--- config.mk ---
export PLATFORM = sky130hd
export DESIGN_NAME = instr_fetch_queue_flat
export DESIGN_NICKNAME = d
export VERILOG_FILES = /design/src/rtl/instr_fetch_if.sv /design/src/rtl/instr_fetch_queue.sv /design/src/flat_wrapper.sv
export SDC_FILE = /design/constraint.sdc
export NUM_CORES = 1
export LEC_CHECK = 0
export BUFFER_PORTS_ARGS = -buffer_cell sky130_fd_sc_hd__buf_4
export CORE_AREA = 2 2 239 241
export DETAILED_ROUTE_END_ITERATION = 8
export DIE_AREA = 0 0 241 243
export HOLD_SLACK_MARGIN = 0.15
export PLACE_DENSITY = 0.59
export SLEW_MARGIN = 0
export SYNTH_ARGS = -nofsm -noshare
export SYNTH_HDL_FRONTEND = slang
export SYNTH_SLANG_ARGS = --single-unit
--- constraint.sdc ---
create_clock -name clk -period 5.7 [get_ports clk]
set_input_delay 0.285 -clock clk [delete_from_list [all_inputs] [get_ports clk]]
set_output_delay 0.285 -clock clk [all_outputs]
set_load 0.03 [all_outputs]
--- src/rtl/instr_fetch_if.sv ---
// instr_fetch_if: host-side and decode-side signal bundle for instr_fetch_queue
// Ports (slave = queue side):
//   host_word/host_valid in, host_ready out  : 32-bit half-word transfer from host
//   flush, stall in                          : synchronous clear, downstream hold
//   instruction, issue_valid out             : registered issued instruction
//   q_count, q_full, q_empty out             : registered FIFO occupancy and flags
interface instr_fetch_if #(parameter int AW = 3);
  logic [31:0] host_word;
  logic        host_valid;
  logic        host_ready;
  logic        flush;
  logic        stall;
  logic [63:0] instruction;
  logic        issue_valid;
  logic [AW:0] q_count;
  logic        q_full;
  logic        q_empty;
  modport master (
    output host_word, host_valid, flush, stall,
    input  host_ready, instruction, issue_valid, q_count, q_full, q_empty
  );
  modport slave (
    input  host_word, host_valid, flush, stall,
    output host_ready, instruction, issue_valid, q_count, q_full, q_empty
  );
endinterface

--- src/rtl/instr_fetch_queue.sv ---
// instr_fetch_queue: pairs 32-bit host words into 64-bit instructions, queues and issues them
// Ports:
//   clk, rst : clock, asynchronous active-high reset
//   bus      : instr_fetch_if.slave (host handshake, flush/stall, issue outputs, occupancy)
module instr_fetch_queue #(
  parameter int DEPTH = 8,
  parameter int AW    = 3
) (
  input logic          clk,
  input logic          rst,
  instr_fetch_if.slave bus
);
  logic [63:0]   mem_q [DEPTH];
  logic [AW-1:0] wr_q, wr_d, rd_q, rd_d;
  logic [AW:0]   cnt_q, cnt_d;
  logic          half_q, half_d;
  logic [31:0]   hold_q, hold_d;
  logic [63:0]   instr_q, instr_d;
  logic          iv_q, iv_d;
  logic          full, empty, acc, push, pop;
  assign full  = cnt_q == (AW+1)'(DEPTH);
  assign empty = cnt_q == '0;
  // Only the pairing word needs FIFO space; a same-cycle pop does not help.
  assign bus.host_ready = ~half_q | ~full;
  // Words transferred during a flush are discarded.
  assign acc  = bus.host_valid & bus.host_ready & ~bus.flush;
  assign push = acc & half_q;
  assign pop  = ~bus.stall & ~empty & ~bus.flush;
  always_comb begin
    wr_d    = bus.flush ? '0 : wr_q + AW'(push);
    rd_d    = bus.flush ? '0 : rd_q + AW'(pop);
    cnt_d   = bus.flush ? '0 : cnt_q + (AW+1)'(push) - (AW+1)'(pop);
    half_d  = bus.flush ? 1'b0 : (acc ? ~half_q : half_q);
    hold_d  = (acc & ~half_q) ? bus.host_word : hold_q;
    instr_d = pop ? mem_q[rd_q] : '0;
    iv_d    = pop;
  end
  always_ff @(posedge clk)
    if (push) mem_q[wr_q] <= {hold_q, bus.host_word};
  always_ff @(posedge clk or posedge rst)
    if (rst) begin
      wr_q    <= '0;
      rd_q    <= '0;
      cnt_q   <= '0;
      half_q  <= 1'b0;
      hold_q  <= '0;
      instr_q <= '0;
      iv_q    <= 1'b0;
    end else begin
      wr_q    <= wr_d;
      rd_q    <= rd_d;
      cnt_q   <= cnt_d;
      half_q  <= half_d;
      hold_q  <= hold_d;
      instr_q <= instr_d;
      iv_q    <= iv_d;
    end
  assign bus.instruction = instr_q;
  assign bus.issue_valid = iv_q;
  assign bus.q_count     = cnt_q;
  assign bus.q_full      = full;
  assign bus.q_empty     = empty;
endmodule

--- src/flat_wrapper.sv ---
// flat-port wrapper written by rule: the top's interface ports become plain ports
module instr_fetch_queue_flat 
#(
  parameter int DEPTH = 8,
  parameter int AW    = 3
)
  (clk, rst, bus_host_word, bus_host_valid, bus_flush, bus_stall, bus_host_ready, bus_instruction, bus_issue_valid, bus_q_count, bus_q_full, bus_q_empty);
  instr_fetch_if #(.AW(AW)) bus_i ();
  input logic clk;
  input logic rst;
  input wire logic [$bits(bus_i.host_word)-1:0] bus_host_word;
  input wire logic [$bits(bus_i.host_valid)-1:0] bus_host_valid;
  input wire logic [$bits(bus_i.flush)-1:0] bus_flush;
  input wire logic [$bits(bus_i.stall)-1:0] bus_stall;
  output wire logic [$bits(bus_i.host_ready)-1:0] bus_host_ready;
  output wire logic [$bits(bus_i.instruction)-1:0] bus_instruction;
  output wire logic [$bits(bus_i.issue_valid)-1:0] bus_issue_valid;
  output wire logic [$bits(bus_i.q_count)-1:0] bus_q_count;
  output wire logic [$bits(bus_i.q_full)-1:0] bus_q_full;
  output wire logic [$bits(bus_i.q_empty)-1:0] bus_q_empty;
  assign bus_i.host_word = bus_host_word;
  assign bus_i.host_valid = bus_host_valid;
  assign bus_i.flush = bus_flush;
  assign bus_i.stall = bus_stall;
  assign bus_host_ready = bus_i.host_ready;
  assign bus_instruction = bus_i.instruction;
  assign bus_issue_valid = bus_i.issue_valid;
  assign bus_q_count = bus_i.q_count;
  assign bus_q_full = bus_i.q_full;
  assign bus_q_empty = bus_i.q_empty;
  instr_fetch_queue #(.DEPTH(DEPTH), .AW(AW)) u_core (.clk(clk), .rst(rst), .bus(bus_i));
endmodule
======== Yosys cells after proc, flatten, opt, wreduce, memory -nomap -nowiden ========
Memory sizes are Yosys's and may differ from the RTL's.
Index checks and enable logic that the tools add are counted.
word-level totals
  register bits after elaboration ......... 108
  bits in writable memories ............... 512
  bits of input ports ..................... 37
  output and inout bits ................... 72
  word-level logic and storage cells ...... 35
  memories kept ........................... 1
memories
  memory        depth  bits a word  read ports  clocked after memory_dff  write ports  line                     source
  u_core.mem_q  8      64           1           0                         1            instr_fetch_queue.sv:13  logic [63:0] mem_q [DEPTH];
cells by class
  $add $sub $neg .......................... 4
  equality and inequality tests ........... 1
  muxes and demuxes ....................... 8
  bitwise gates (word level) .............. 12
  reductions and logical operators ........ 2
operator list
  kind                                         count
  64-bit two-way mux                           1
  3-bit by 1-bit adder with 3-bit output       2
  1-bit bitwise AND                            6
  3-bit two-way mux                            2
  1-bit NOT                                    5
  4-bit by 1-bit adder with 4-bit output       1
  4-bit == test (second input constant)        1
  4-bit logical NOT                            1
  1-bit two-way mux                            4
  4-bit two-way mux                            1
  4-bit by 1-bit subtractor with 4-bit output  1
  2-bit nonzero test                           1
  1-bit bitwise OR                             1

======== Logic depth before layout (Yosys ltp) ========
  depth in word-level cells ............... 9
  gate-level depth with buffers ........... 10
  mapped depth without buffers ............ 10

======== Least setup slack after synthesis ========
OpenSTA, ideal clock, no wires.
  kind .................................... register to register
  start ................................... reg u_core.cnt_q[2], in the netlist u_core.bus.q_count[2]
  end ..................................... mem u_core.mem_q[1][0], enable pin
  library setup time ...................... 565 ps
  arrival ................................. 5522 ps
  required time ........................... 5135 ps
  setup slack ............................. -387 ps
  stages on the path, launching flop included .. 6
  path buffers ............................ 0
  clock period less this slack ............ 6087 ps
  path through ............................ dfrtp_1 inv_1 ha_1 or3b_2 nand3_1 nor3_1
between the ends
  cells in the longest elaborated chain, start to end .. 8
RTL lines
  element                                  line                     source
  from (decl)                              instr_fetch_queue.sv:15  logic [AW:0] cnt_q, cnt_d;
  from (signal assigned)                   instr_fetch_queue.sv:52  cnt_q <= cnt_d;
  4-bit == test                            instr_fetch_queue.sv:21  assign full = cnt_q == (AW+1)'(DEPTH);
  1-bit NOT                                instr_fetch_queue.sv:24  assign bus.host_ready = ~half_q | ~full;
  1-bit bitwise OR                         instr_fetch_queue.sv:24
  1-bit bitwise AND (2 in series)          instr_fetch_queue.sv:26  assign acc = bus.host_valid & bus.host_ready & ~bus.flush;
  1-bit bitwise AND                        instr_fetch_queue.sv:27  assign push = acc & half_q;
  1-bit two-way mux                        instr_fetch_queue.sv:39  if (push) mem_q[wr_q] <= {hold_q, bus.host_word};
  1-bit two-way mux (implied by the code)  instr_fetch_queue.sv:39
  to (decl)                                instr_fetch_queue.sv:13
Every way passes these cells.

======== Worst setup path in the final report ========
  start ................................... reg u_core.cnt_q[2], in the netlist u_core.bus.q_count[2]
  end ..................................... mem u_core.mem_q[7][1], enable pin
Same word-level chain as after synthesis.

==> impl_metrics.tcl <==
set metrics [dict create \
    final-setup-viol-count 0 \
    die-area_sq_um 58600 \
    gr-usage-all-layers_pct 16.0 \
    max_cap_viol_count 0 \
    clk_pin_slew_worst_paths_ns 0.06 \
    fillers 4618 \
    crit_slowest_cell "nor2_4" \
    cp-startpoint "u_core.bus.q_count[2]" \
    crit_fanout 40 \
    final_common_cell "edfxtp_1" \
    area_delta_synth_final_pct 17.9 \
    arrival_ns 3.13 \
    drv_slew 0 \
    drc 0 \
    synthMuxAreaShare_pct 14.4 \
    cp-start-kind "flip-flop" \
    cp-endpoint "u_core.mem_q[7][1]" \
    cts_max_level 2 \
    r2r_slack_ns 2.84 \
    layout_common_cells "edfxtp_1 (512), mux4_2 (128), buf_4 (119), dfrtp_1 (106), a22o_1 (64)" \
    period_needed_ns 2.86 \
    setup_tns_ns 0 \
    hpwl_mm 22.8 \
    yosys.area_share.xor_xnor_pct 0.116 \
    design.core.area_sq_um 56000 \
    syn_area_sq_um 22700 \
    synth_edf_count 512 \
    ir_drop_uv 271 \
    synth_compound_area_share_pct 2.59 \
    clockBufferDepth 3 \
    grt_pass1_vias 10900 \
    holdWs_ns 0.393 \
    ioPinCount 109 \
    nets 1178 \
    antenna_left 0 \
    wl_mm 45.9 \
    dp_slack_ns 2.81 \
    min_period_over_period_pct 50.1 \
    place_area_sq_um 24400 \
    yosysSeqAreaShare_pct 79.8 \
    cts_tree "built" \
    drt_iter0_drc 673 \
    ys_ff_latch 620 \
    gp_congestion 0.672 \
    hold_class "in -> async" \
    worstReg2RegEnd "u_core.mem_q[7][1]" \
    hold_viol 0 \
    ff2ff_path_depth 6 \
    required_ns 5.98 \
    synthFlopType "edfxtp_1" \
    r2r_start "u_core.bus.q_count[2]" \
    dr_total_vias 10100 \
    synth-simple-area-share_pct 0.944 \
    max_freq_ghz 0.350 \
    tightest_slew_ns 1.15 \
    placementRows 87 \
    path_class "reg -> reg" \
    fin_cells 1940 \
    power_frac_clock_pct 37.3 \
    setup_ws_ns 2.84 \
    end_kind "flip-flop" \
    via_per_inst 5.22 \
    antenna_found_initial 2 \
    cellLeakagePower_nw 9.00 \
    port_buffers 108 \
    grt_max_degree 97 \
    rsz0062_at_grt "false" \
    synthCells 950 \
    yosys_warnings 0 \
    dr.pass1.iters 4 \
    p_sw_share_pct 23.4 \
    numClockSinks 620 \
    syn_nets 998 \
    synth_top_family_by_area "multiplexers" \
    p_comb_share_pct 10.7 \
    pwr-share-seq_pct 52.0 \
    async_reset_ff_share_pct 17.4 \
    maxSlewHeadroom_pct 23.4 \
    worstPathCellList "inv_1, ha_1, or3b_2, nand3_1, nor2_4, buf_12" \
    placed_cells 1785 \
    p_switching_mw 2.41 \
    syn_avg_cell_area_sq_um 23.9 \
    die_y_um 243 \
    initial_core_util_pct 40.5 \
    yosys.area_share.adder_pct 0.640 \
    grt-ovfl-total 0 \
    cts_root_buf "clkbuf_16" \
    postLayoutCellArea_sq_um 26700 \
    status "completed" \
    cpPeakStageDelay_ns 0.90 \
    drive_above_1_share_pct 32.8 \
    cts_made_buffers 61 \
    die_w_um 241 \
    ys_types 32 \
    wl_per_cell_um 23.7 \
    grt_pass1_wl_mm 68.9 \
    skew_ns 0.0232 \
    internal_power_mw 7.90 \
    powerDensity_nw_per_um2 386 \
    worstSkewPairLatency_ns 0.63 \
]
[critical path, delay by kind of cell, from the launching register on]
kind / cells / cell delay, ns
flops: 1 / 0.36
simple gates: 3 / 1.46
fa+ha+maj: 1 / 0.20
buf+inv: 2 / 0.47
[power by group through the flow]
| stage | combinational [mW] | clock (mW) | sequential (mW) |
|---|---|---|---|
| detailed placement | 1.10 | 0 | 5.46 |
| global placement | 1.10 | 0 | 5.45 |
| finish | 1.10 | 3.85 | 5.36 |
| floorplan | 0.714 | 0 | 5.49 |
| global route | 1.19 | 4.11 | 5.39 |
| CTS | 1.13 | 3.94 | 5.36 |
[registers in the layout, indices dropped and copies added, names as in the netlist]
signal / count
u_core.hold_q: 32
u_core.bus.instruction: 64
u_core.wr_q: 3
u_core.bus.issue_valid: 1
u_core.half_q: 1
u_core.rd_q: 3
u_core.bus.q_count: 4
u_core.mem_q: 512
[cells in the mapped netlist, drive strengths merged (2+ instances only)]
cell type,count,area share [%]
mux2,33,1.6
nand2b,2,0.055
a22o,64,2.5
nor3,3,0.066
dfrtp,108,12
xnor2,3,0.12
ha,10,0.55
edfxtp,512,68
mux4,128,13
nor3b,2,0.14
nor2b,7,0.19
buf,33,1.2
clkbuf,13,0.22
nor2,10,0.17
inv,8,0.13
nand2,2,0.033
[stage by stage]
stage	util [%]	power [mW]
global route	47.7	10.7
CTS	47.7	10.4
global placement	43.6	6.54
finish	47.7	10.3
detailed placement	43.6	6.56
floorplan	-	6.20
[logic make-up after synthesis]
| group | Yosys count |
|---|---|
| buf+inv | 54 |
| flops | 620 |
| mux | 161 |
| compound gates | 68 |
| simple gates | 33 |
| xor+xnor | 3 |
| fa+ha+maj | 11 |
[how the worst min path moves through the flow]
stage / end / slack [ns] / depth (start not counted) / start
after floorplan: u_core.mem_q[0][0] / 0.38 / 0 / bus_host_word[0]
after global placement: u_core.half_q / 0.50 / 2 / bus_host_valid
after detailed placement: u_core.half_q / 0.51 / 2 / bus_host_valid
after CTS: u_core.mem_q[0][12] / 0.41 / 2 / bus_host_word[12]
after global routing: u_core.mem_q[0][12] / 0.44 / 2 / bus_host_word[12]
final: u_core.bus.instruction[56] / 0.39 / 3 / rst
[repair_timing]
action                    CTS  global route
hold buffers               38             0
buffers inserted            0             0
gates resized for setup     0             0
hold endpoints to repair  376             0
[layer usage]
| layer | share of wire (%) | global-route usage, % | vias to the layer above |
|---|---|---|---|
| met5 | 0 | 0 | - |
| met4 | 2.0 | 4.23 | 0 |
| met3 | 3.9 | 2.74 | 68 |
| met2 | 51 | 26.7 | 200 |
| met1 | 43 | 21.7 | 5521 |
| li1 | - | - | 4340 |
[final cells by class]
type	instances	area, sq um	area share (%)
diodes	2	5.00	0.0187
inverters	8	35.0	0.131
clock buffers	88	1700	6.36
flip-flops and latches	620	18100	67.7
repair buffers	163	1390	5.22
clock inverters	27	238	0.890
multi-input cells	276	4310	16.1
well taps	756	946	3.54
Power figures use the tool's default switching activity.
